### config.mk
export PLATFORM = sky130hd
export DESIGN_NAME = fifo_bank_writer
export DESIGN_NICKNAME = d
export VERILOG_FILES = /design/src/rtl/fifo_bank_writer.sv
export SDC_FILE = /design/constraint.sdc
export NUM_CORES = 1
export LEC_CHECK = 0
export BUFFER_PORTS_ARGS = -buffer_cell sky130_fd_sc_hd__buf_2
export CORE_MARGIN = 2
export CORE_UTILIZATION = 53
export DETAILED_ROUTE_END_ITERATION = 12
export HOLD_SLACK_MARGIN = 0.02
export PLACE_DENSITY = 0.84
export SYNTH_ARGS = -nofsm -noshare
export SYNTH_HDL_FRONTEND = slang
export SYNTH_SLANG_ARGS = --single-unit
### constraint.sdc
create_clock -name clk -period 5.3 [get_ports clk]
set_input_delay 1.59 -clock clk [delete_from_list [all_inputs] [get_ports clk]]
set_output_delay 1.59 -clock clk [all_outputs]
set_load 0.02 [all_outputs]
### src/rtl/fifo_bank_writer.sv
// Drains a non-FWFT FIFO into one half of a ping-pong dual-port RAM in fixed bursts,
// reports each filled bank and waits for the reader to hand it back before reuse.
module fifo_bank_writer #(
    parameter int DATA_W = 8,
    parameter int ADDR_W = 9
) (
    input  logic              clk,
    input  logic              rstn,
    output logic              fifo_rd_en,
    input  logic [DATA_W-1:0] fifo_rd_data,
    input  logic              fifo_rd_empty,
    output logic              ram_wr_en,
    output logic [ADDR_W-1:0] ram_wr_addr,
    output logic [DATA_W-1:0] ram_wr_data,
    output logic              bank_done,
    output logic              bank_id,
    input  logic              bank_release,
    input  logic              release_id,
    output logic [1:0]        bank_full
);

    localparam int OFF_W = ADDR_W - 1;
    localparam logic [ADDR_W-1:0] BANK_DEPTH = {1'b1, {OFF_W{1'b0}}};
    localparam logic [ADDR_W-1:0] ISSUE_ONE  = {{(ADDR_W-1){1'b0}}, 1'b1};
    localparam logic [OFF_W-1:0]  OFF_ONE    = {{(OFF_W-1){1'b0}}, 1'b1};
    localparam logic [OFF_W-1:0]  OFF_LAST   = {OFF_W{1'b1}};

    typedef enum logic [1:0] {
        ST_IDLE  = 2'd0,
        ST_BURST = 2'd1,
        ST_DONE  = 2'd2
    } state_t;

    state_t              state_r;
    state_t              state_s;
    logic                rd_en_s;
    logic                go_done_s;
    logic [1:0]          full_s;
    logic [ADDR_W-1:0]   issued_r;
    logic [OFF_W-1:0]    offset_r;
    logic                wr_bank_r;
    logic                ram_wr_en_r;
    logic                bank_done_r;
    logic                bank_id_r;
    logic [1:0]          bank_full_r;

    // Next-state and read-strobe decode
    always_comb begin
        state_s   = state_r;
        rd_en_s   = 1'b0;
        go_done_s = 1'b0;
        case (state_r)
            ST_IDLE: begin
                if (!bank_full_r[wr_bank_r] && !fifo_rd_empty) begin
                    state_s = ST_BURST;
                end else begin
                    state_s = ST_IDLE;
                end
            end
            ST_BURST: begin
                rd_en_s = !fifo_rd_empty && (issued_r < BANK_DEPTH);
                // The burst ends on the write of the last offset, not on the last read.
                if (ram_wr_en_r && (offset_r == OFF_LAST)) begin
                    state_s   = ST_DONE;
                    go_done_s = 1'b1;
                end else begin
                    state_s = ST_BURST;
                end
            end
            ST_DONE: begin
                state_s = ST_IDLE;
            end
            default: begin
                state_s = ST_IDLE;
            end
        endcase
    end

    // Bank ownership: reader release clears, completed bank sets; set wins on a clash
    always_comb begin
        full_s = bank_full_r;
        if (bank_release) begin
            full_s[release_id] = 1'b0;
        end else begin
            full_s = bank_full_r;
        end
        if (state_r == ST_DONE) begin
            full_s[wr_bank_r] = 1'b1;
        end else begin
            full_s = full_s;
        end
    end

    // State, flags and registered write strobe
    always_ff @(posedge clk or negedge rstn) begin
        if (!rstn) begin
            state_r     <= ST_IDLE;
            bank_full_r <= 2'b00;
            ram_wr_en_r <= 1'b0;
            bank_done_r <= 1'b0;
            bank_id_r   <= 1'b0;
        end else begin
            state_r     <= state_s;
            bank_full_r <= full_s;
            ram_wr_en_r <= rd_en_s;
            bank_done_r <= go_done_s;
            if (go_done_s) begin
                bank_id_r <= wr_bank_r;
            end else begin
                bank_id_r <= bank_id_r;
            end
        end
    end

    // Read-issue counter, write offset and active bank
    always_ff @(posedge clk or negedge rstn) begin
        if (!rstn) begin
            issued_r  <= {ADDR_W{1'b0}};
            offset_r  <= {OFF_W{1'b0}};
            wr_bank_r <= 1'b0;
        end else begin
            if (state_r == ST_DONE) begin
                issued_r  <= {ADDR_W{1'b0}};
                wr_bank_r <= ~wr_bank_r;
            end else if (rd_en_s) begin
                issued_r  <= issued_r + ISSUE_ONE;
            end else begin
                issued_r  <= issued_r;
            end
            // Offset naturally wraps to zero on the bank's final write.
            if (ram_wr_en_r) begin
                offset_r <= offset_r + OFF_ONE;
            end else begin
                offset_r <= offset_r;
            end
        end
    end

    assign fifo_rd_en  = rd_en_s;
    assign ram_wr_en   = ram_wr_en_r;
    assign ram_wr_addr = {wr_bank_r, offset_r};
    assign ram_wr_data = ram_wr_en_r ? fifo_rd_data : {DATA_W{1'b0}};
    assign bank_done   = bank_done_r;
    assign bank_id     = bank_id_r;
    assign bank_full   = bank_full_r;

endmodule
==> impl_metrics.json, run 1 <==
{
  "viasPerCell": 5.58,
  "crit_family": "simple AND/OR/NAND/NOR gates",
  "drc": 0,
  "num_antenna_cells": 0,
  "ff_latch_area_um2": 601,
  "path_cells": "buf_2 > or4b_4 > clkinv_1 > buf_2",
  "synth-seq-cells": 24,
  "clk_latency_ns": 0.31,
  "dr.pass1.iters": 4,
  "ant_nets": 0,
  "ys_async_sr_fraction_pct": 100,
  "root_buffer": "clkbuf_4",
  "drive_gt1_share_pct": 30.3,
  "whs_path_depth": 1,
  "p_per_area_nw_per_um2": 208,
  "synth_seq_area_share_pct": 52.1,
  "r2r_end": "issued_r[3]",
  "rrSetupSlack_ns": 3.40,
  "worstHoldPathType": "register to register",
  "synth_top_cell_by_area": "dfrtp_1",
  "crit_fanout": 13,
  "endpoint": "fifo_rd_en",
  "cts_hold_buf": 0,
  "grt_first_pass_wirelength_um": 3860,
  "gp_congestion": 0.860,
  "whs_ns": 0.509,
  "synth_edf_count": 0,
  "vdd_drop_max_v": 0.000150,
  "worst-path-buf-inv": 3,
  "antenna_found_initial": 0,
  "drtIter0Drc": 20,
  "portBuffers": 35,
  "slew_headroom_pct": 65.2,
  "timing.setup.tns_ns": 0,
  "max_stage_delay_ns": 0.59,
  "synth_ff_type": "dfrtp_1",
  "wl_per_cell_um": 13.5,
  "drv_slew": 0,
  "fmax_ghz": 0.234,
  "r2r-start": "bank_done",
  "rsz0062_at_grt": "no",
  "syn_nets": 125,
  "skew_ns": 0.00312,
  "grt_pass1_vias": 913,
  "dieHeight_um": 50.7,
  "die_w_um": 50.7,
  "fin_util_pct": 68.6,
  "nFillCells": 159,
  "numCtsBuffers": 3,
  "status": "completed",
  "cp-startpoint": "fifo_rd_empty",
  "area_growth_pct": 19.0,
  "crit_top_cell": "buf_2",
  "cap_violations": 0,
  "tightestPinTransition_ns": 0.522,
  "cts_resized": 0,
  "placed_cell_area_um2": 1340,
  "clk_pin_slew_ns": 0.12,
  "netlist_top_cells_area": "dfrtp_1, and2_1, nand3_1",
  "dieArea_um2": 2570,
  "setup_viol": 0,
  "fin_cells": 172,
  "ios": 36,
  "rr_worst_depth": 4,
  "htreeDepth": 1,
  "yosys_warnings": 0,
  "arrival_ns": 2.68,
  "leakage_nw": 0.730,
  "cts_tree": "built",
  "coreArea_um2": 2000,
  "worstSetupEndpointType": "output pin",
  "fin_crit_sh_pct": 80.5,
  "rows": 16,
  "initial_core_util_pct": 57.6,
  "syn_area_um2": 1150,
  "yosysUniqueCellTypes": 34,
  "fin_crit_ns": 4.27,
  "grt_usage_pct": 19.9,
  "critPathSlowestCell": "or4b_4",
  "worstPathRequired_ns": 3.71,
  "vias": 959,
  "multi_input_area_um2": 508,
  "cts.path.max_buffers": 2,
  "cp-start-kind": "primary input",
  "synth_area_per_cell_um2": 10.5,
  "crit_cells": 4,
  "critPathKind": "primary input to output pin",
  "finalHoldViolations": 0,
  "fin_area_um2": 1370,
  "cts_setup_buffers": 0,
  "synthCells": 110,
  "dp_hpwl_um": 1730,
  "cts.sinks": 24,
  "grt_start_max_net_pins": 25,
  "routed_wl_um": 2320,
  "nets": 161,
  "dp.cells": 168,
  "synth_top_area_share_pct": 52.1,
  "grt-ovfl-total": 0
}
[synthesized netlist by cell type (2+ instances only)]
library cell / n
nand4_1: 6
a21oi_1: 2
o21ai_0: 7
or4_1: 2
ha_1: 2
mux2_2: 3
o211ai_1: 2
nor2_1: 3
nand2_1: 9
clkbuf_1: 2
inv_1: 4
nand3_1: 10
and2_1: 8
xnor2_1: 5
xor2_1: 3
dfrtp_1: 24
[through the flow]
step / worst slack (ns) / power [mW]
finish: 1.03 / 0.285
detailed placement: 1.05 / 0.195
global route: 0.992 / 0.295
global placement: 1.09 / 0.194
floorplan: 1.41 / 0.187
CTS: 1.04 / 0.289
[registers in the layout, summed over array words and instances, names as in the netlist]
signal / cells
ram_wr_en: 1
bank_id: 1
offset_r: 8
wr_bank_r: 1
state_r: 1
bank_full: 2
bank_done: 1
issued_r: 9
[metal layers]
metal	up-vias	track usage [%]	share of wire [%]	wire (um)
met5	-	0	0	0
li1	458	-	-	-
met1	468	23.7	43	1010
met4	0	9.46	1.2	27
met2	31	34.9	50	1160
met3	2	2.98	5.6	129
[worst reg2reg max path, stage by stage (launching register included)]
cell and delay (ns):
dfrtp_1 0.45, or4b_4 0.64, clkinv_1 0.19, mux2_2 0.36, a21o_1 0.18
[worst min-delay path by stage]
stage / from / endpoint / slack, ns
finish: offset_r[6] / offset_r[6] / 0.51
global route: offset_r[7] / offset_r[7] / 0.53
CTS: offset_r[7] / offset_r[7] / 0.52
detailed placement: offset_r[7] / offset_r[7] / 0.49
global placement: issued_r[8] / issued_r[8] / 0.48
floorplan: issued_r[8] / issued_r[8] / 0.45
[cell families after synthesis]
group           share of synthesized area (%)
simple gates                             23.1
compound gates                           8.89
buf+inv                                  3.90
xor+xnor                                 6.07
mux                                      3.80
fa+ha+maj                                2.17
flops                                    52.1
[power breakdown]
part / switching [mW] / internal, mW / total (mW) / leakage [nW]
clock: 0.0522 / 0.0419 / 0.0941 / 0.0210
combinational: 0.00459 / 0.00318 / 0.00777 / 0.384
sequential: 0.0000000149 / 0.183 / 0.183 / 0.325
total: 0.0568 / 0.228 / 0.285 / 0.730
[area by class of cell]
type	instances	share of cell area [%]
multi-input cells	77	37.0
clock buffers	4	2.64
well taps	27	2.46
inverters	5	1.37
repair buffers	35	12.8
flip-flops and latches	24	43.8
[cell usage in the layout (no fill, tap or decap), types with 2 or more instances in the layout]
cell type / count
mux2_2: 3
ha_1: 2
dfrtp_1: 24
nand3_1: 10
o21ai_0: 7
nand2_1: 9
clkbuf_4: 3
buf_2: 35
and2_1: 8
a21oi_1: 2
or4_1: 2
nand4_1: 6
nor2_1: 3
inv_1: 4
o211ai_1: 2
xnor2_1: 5
xor2_1: 3
No activity file was read; power rests on OpenSTA's default activity.
==> inputs of run 2 (changes only) <==
- ABC_AREA: default -> 1
- CORE_UTILIZATION: 53 -> 50
- PLACE_DENSITY: 0.84 -> 0.8
- clock period: 5.3 -> 4.3 ns (I/O delays scaled with it)
==> impl_metrics.json, run 2 <==
{
  "status": "completed",
  "gp_congestion": 0.826,
  "synth_edf_count": 0,
  "synth-seq-cells": 24,
  "mostFrequentLayoutCells": "nand2_1, buf_2, dfrtp_1",
  "fmax_ghz": 0.296,
  "dp_hpwl_um": 1880,
  "drc": 0,
  "drv_slew": 0,
  "finalHoldViolations": 0,
  "dieArea_um2": 2860,
  "drive_gt1_share_pct": 24.0,
  "skew_ns": 0.00502,
  "area_growth_pct": 18.5,
  "root_buffer": "clkbuf_4",
  "slew_headroom_pct": 66.0,
  "cts_setup_buffers": 0,
  "fin_util_pct": 64.3,
  "vias": 1111,
  "worstPathRequired_ns": 3.01,
  "r2r-start": "bank_done",
  "synth_top_cell_by_area": "dfrtp_1",
  "drtIter0Drc": 3,
  "initial_core_util_pct": 54.3,
  "die_w_um": 53.5,
  "netlist_top_cells_area": "dfrtp_1, nand2_1, inv_1",
  "rows": 17,
  "num_antenna_cells": 0,
  "cap_violations": 0,
  "grt_start_max_net_pins": 25,
  "rsz0062_at_grt": "no",
  "setup_slack_ns": 0.923,
  "fin_crit_sh_pct": 78.5,
  "grt_pass1_vias": 956,
  "viasPerCell": 4.96,
  "grt_first_pass_wirelength_um": 3750,
  "critPathKind": "primary input to output pin",
  "grt-ovfl-total": 0,
  "yosys_warnings": 0,
  "dr.pass1.iters": 4,
  "ys_async_sr_fraction_pct": 100,
  "post-synth-top-count-cell": "nand2_1",
  "vdd_drop_max_v": 0.000199,
  "largest_reg_flops": 9,
  "dieHeight_um": 53.5,
  "synthTopCellsByCount": "nand2_1, dfrtp_1, inv_1",
  "worstHoldPathType": "register to register",
  "ios": 36,
  "p_per_area_nw_per_um2": 243,
  "wl_per_cell_um": 10.6,
  "fin_cells": 224,
  "min_from": "bank_id",
  "cp-startpoint": "fifo_rd_empty",
  "regMostFlops": "issued_r",
  "rrSetupSlack_ns": 2.94,
  "tightestPinTransition_ns": 0.510,
  "portBuffers": 35,
  "fin_crit_ns": 3.38,
  "cts_tree": "built",
  "yosysUniqueCellTypes": 20,
  "cts.sinks": 24,
  "synth_top_area_share_pct": 49.1,
  "nets": 212,
  "antenna_found_initial": 0,
  "cts_hold_buf": 0,
  "worstSetupEndpointType": "output pin",
  "dp_slack_ns": 0.929,
  "cts.path.max_buffers": 2,
  "cts_resized": 0,
  "synth_area_per_cell_um2": 7.65,
  "cp-start-kind": "primary input",
  "setup_viol": 0,
  "coreArea_um2": 2250,
  "syn_nets": 175,
  "arrival_ns": 2.09,
  "synth_seq_area_share_pct": 49.1,
  "clk_latency_ns": 0.31,
  "dp.cells": 220,
  "numCtsBuffers": 3,
  "leakage_nw": 0.879,
  "whs_ns": 0.499,
  "crit_fanout": 12,
  "synth_ff_type": "dfrtp_1",
  "layout_commonest_cell": "nand2_1",
  "synthCells": 160,
  "ant_nets": 0,
  "grt_usage_pct": 18.5,
  "htreeDepth": 1,
  "routed_wl_um": 2370,
  "syn_area_um2": 1220,
  "clk_pin_slew_ns": 0.12,
  "timing.setup.tns_ns": 0
}
==> run 2: cell types whose count changed after synthesis, sizes merged, moves of 3 or more <==
cell   change
a21oi      +3
and2       -7
inv       +22
mux2       -3
nand2     +38
nand4      -4
nor2      +19
xnor2      -3
==> run 2: power breakdown <==
part	total [mW]	leakage [nW]	switching (mW)	internal, mW
combinational	0.0106	0.538	0.00636	0.00425
sequential	0.226	0.320	0.0000000354	0.226
clock	0.116	0.0210	0.0641	0.0517
total	0.352	0.879	0.0705	0.282
==> run 2: cells by family (layout without fill, tap and decap cells) <==
kind of cell | after synthesis | in the layout | share of synthesized area, %
simple gates | 85 | 85 | 29.2
compound gates | 14 | 14 | 5.73
fa+ha+maj | 2 | 2 | 2.04
flops | 24 | 24 | 49.1
buf+inv | 29 | 65 | 9.61
xor+xnor | 6 | 6 | 4.29
==> run 2: worst max-delay path, cell delays in order <==
cell and delay, ns:
buf_2 0.11, inv_1 0.05, nand2_1 0.06, nor2_2 0.33, buf_2 0.25
==> run 2: path summary, 6_finish.rpt <==
kind | cells after the start | to
max | 5 | fifo_rd_en
min | 2 | bank_id
max reg2reg | 5 | issued_r[5]
min reg2reg | 2 | bank_id
max in group asynchronous | 1 | wr_bank_r
min in group asynchronous | 1 | offset_r[5]
==> run 2: metrics by stage <==
step,cell area (um2),total power [mW]
final,1450,0.352
after global routing,1450,0.372
after CTS,1450,0.359
after detailed placement,1410,0.241
after global placement,1410,0.241
after floorplan,1220,0.231
==> run 2: layout make-up <==
type / instances / area [um2]
well taps: 28 / 35.0
fillers: 217 / 805
inverters: 26 / 97.6
multi-input cells: 107 / 505
flip-flops and latches: 24 / 601
clock buffers: 4 / 36.3
repair buffers: 35 / 175
==> run 2: routing by layer <==
metal | vias to the layer above | GRT usage [%] | routed length, um
li1 | 562 | - | -
met1 | 510 | 20.8 | 981
met2 | 34 | 32.7 | 1200
met3 | 5 | 3.39 | 145
met4 | 0 | 9.40 | 40
met5 | - | 0 | 0
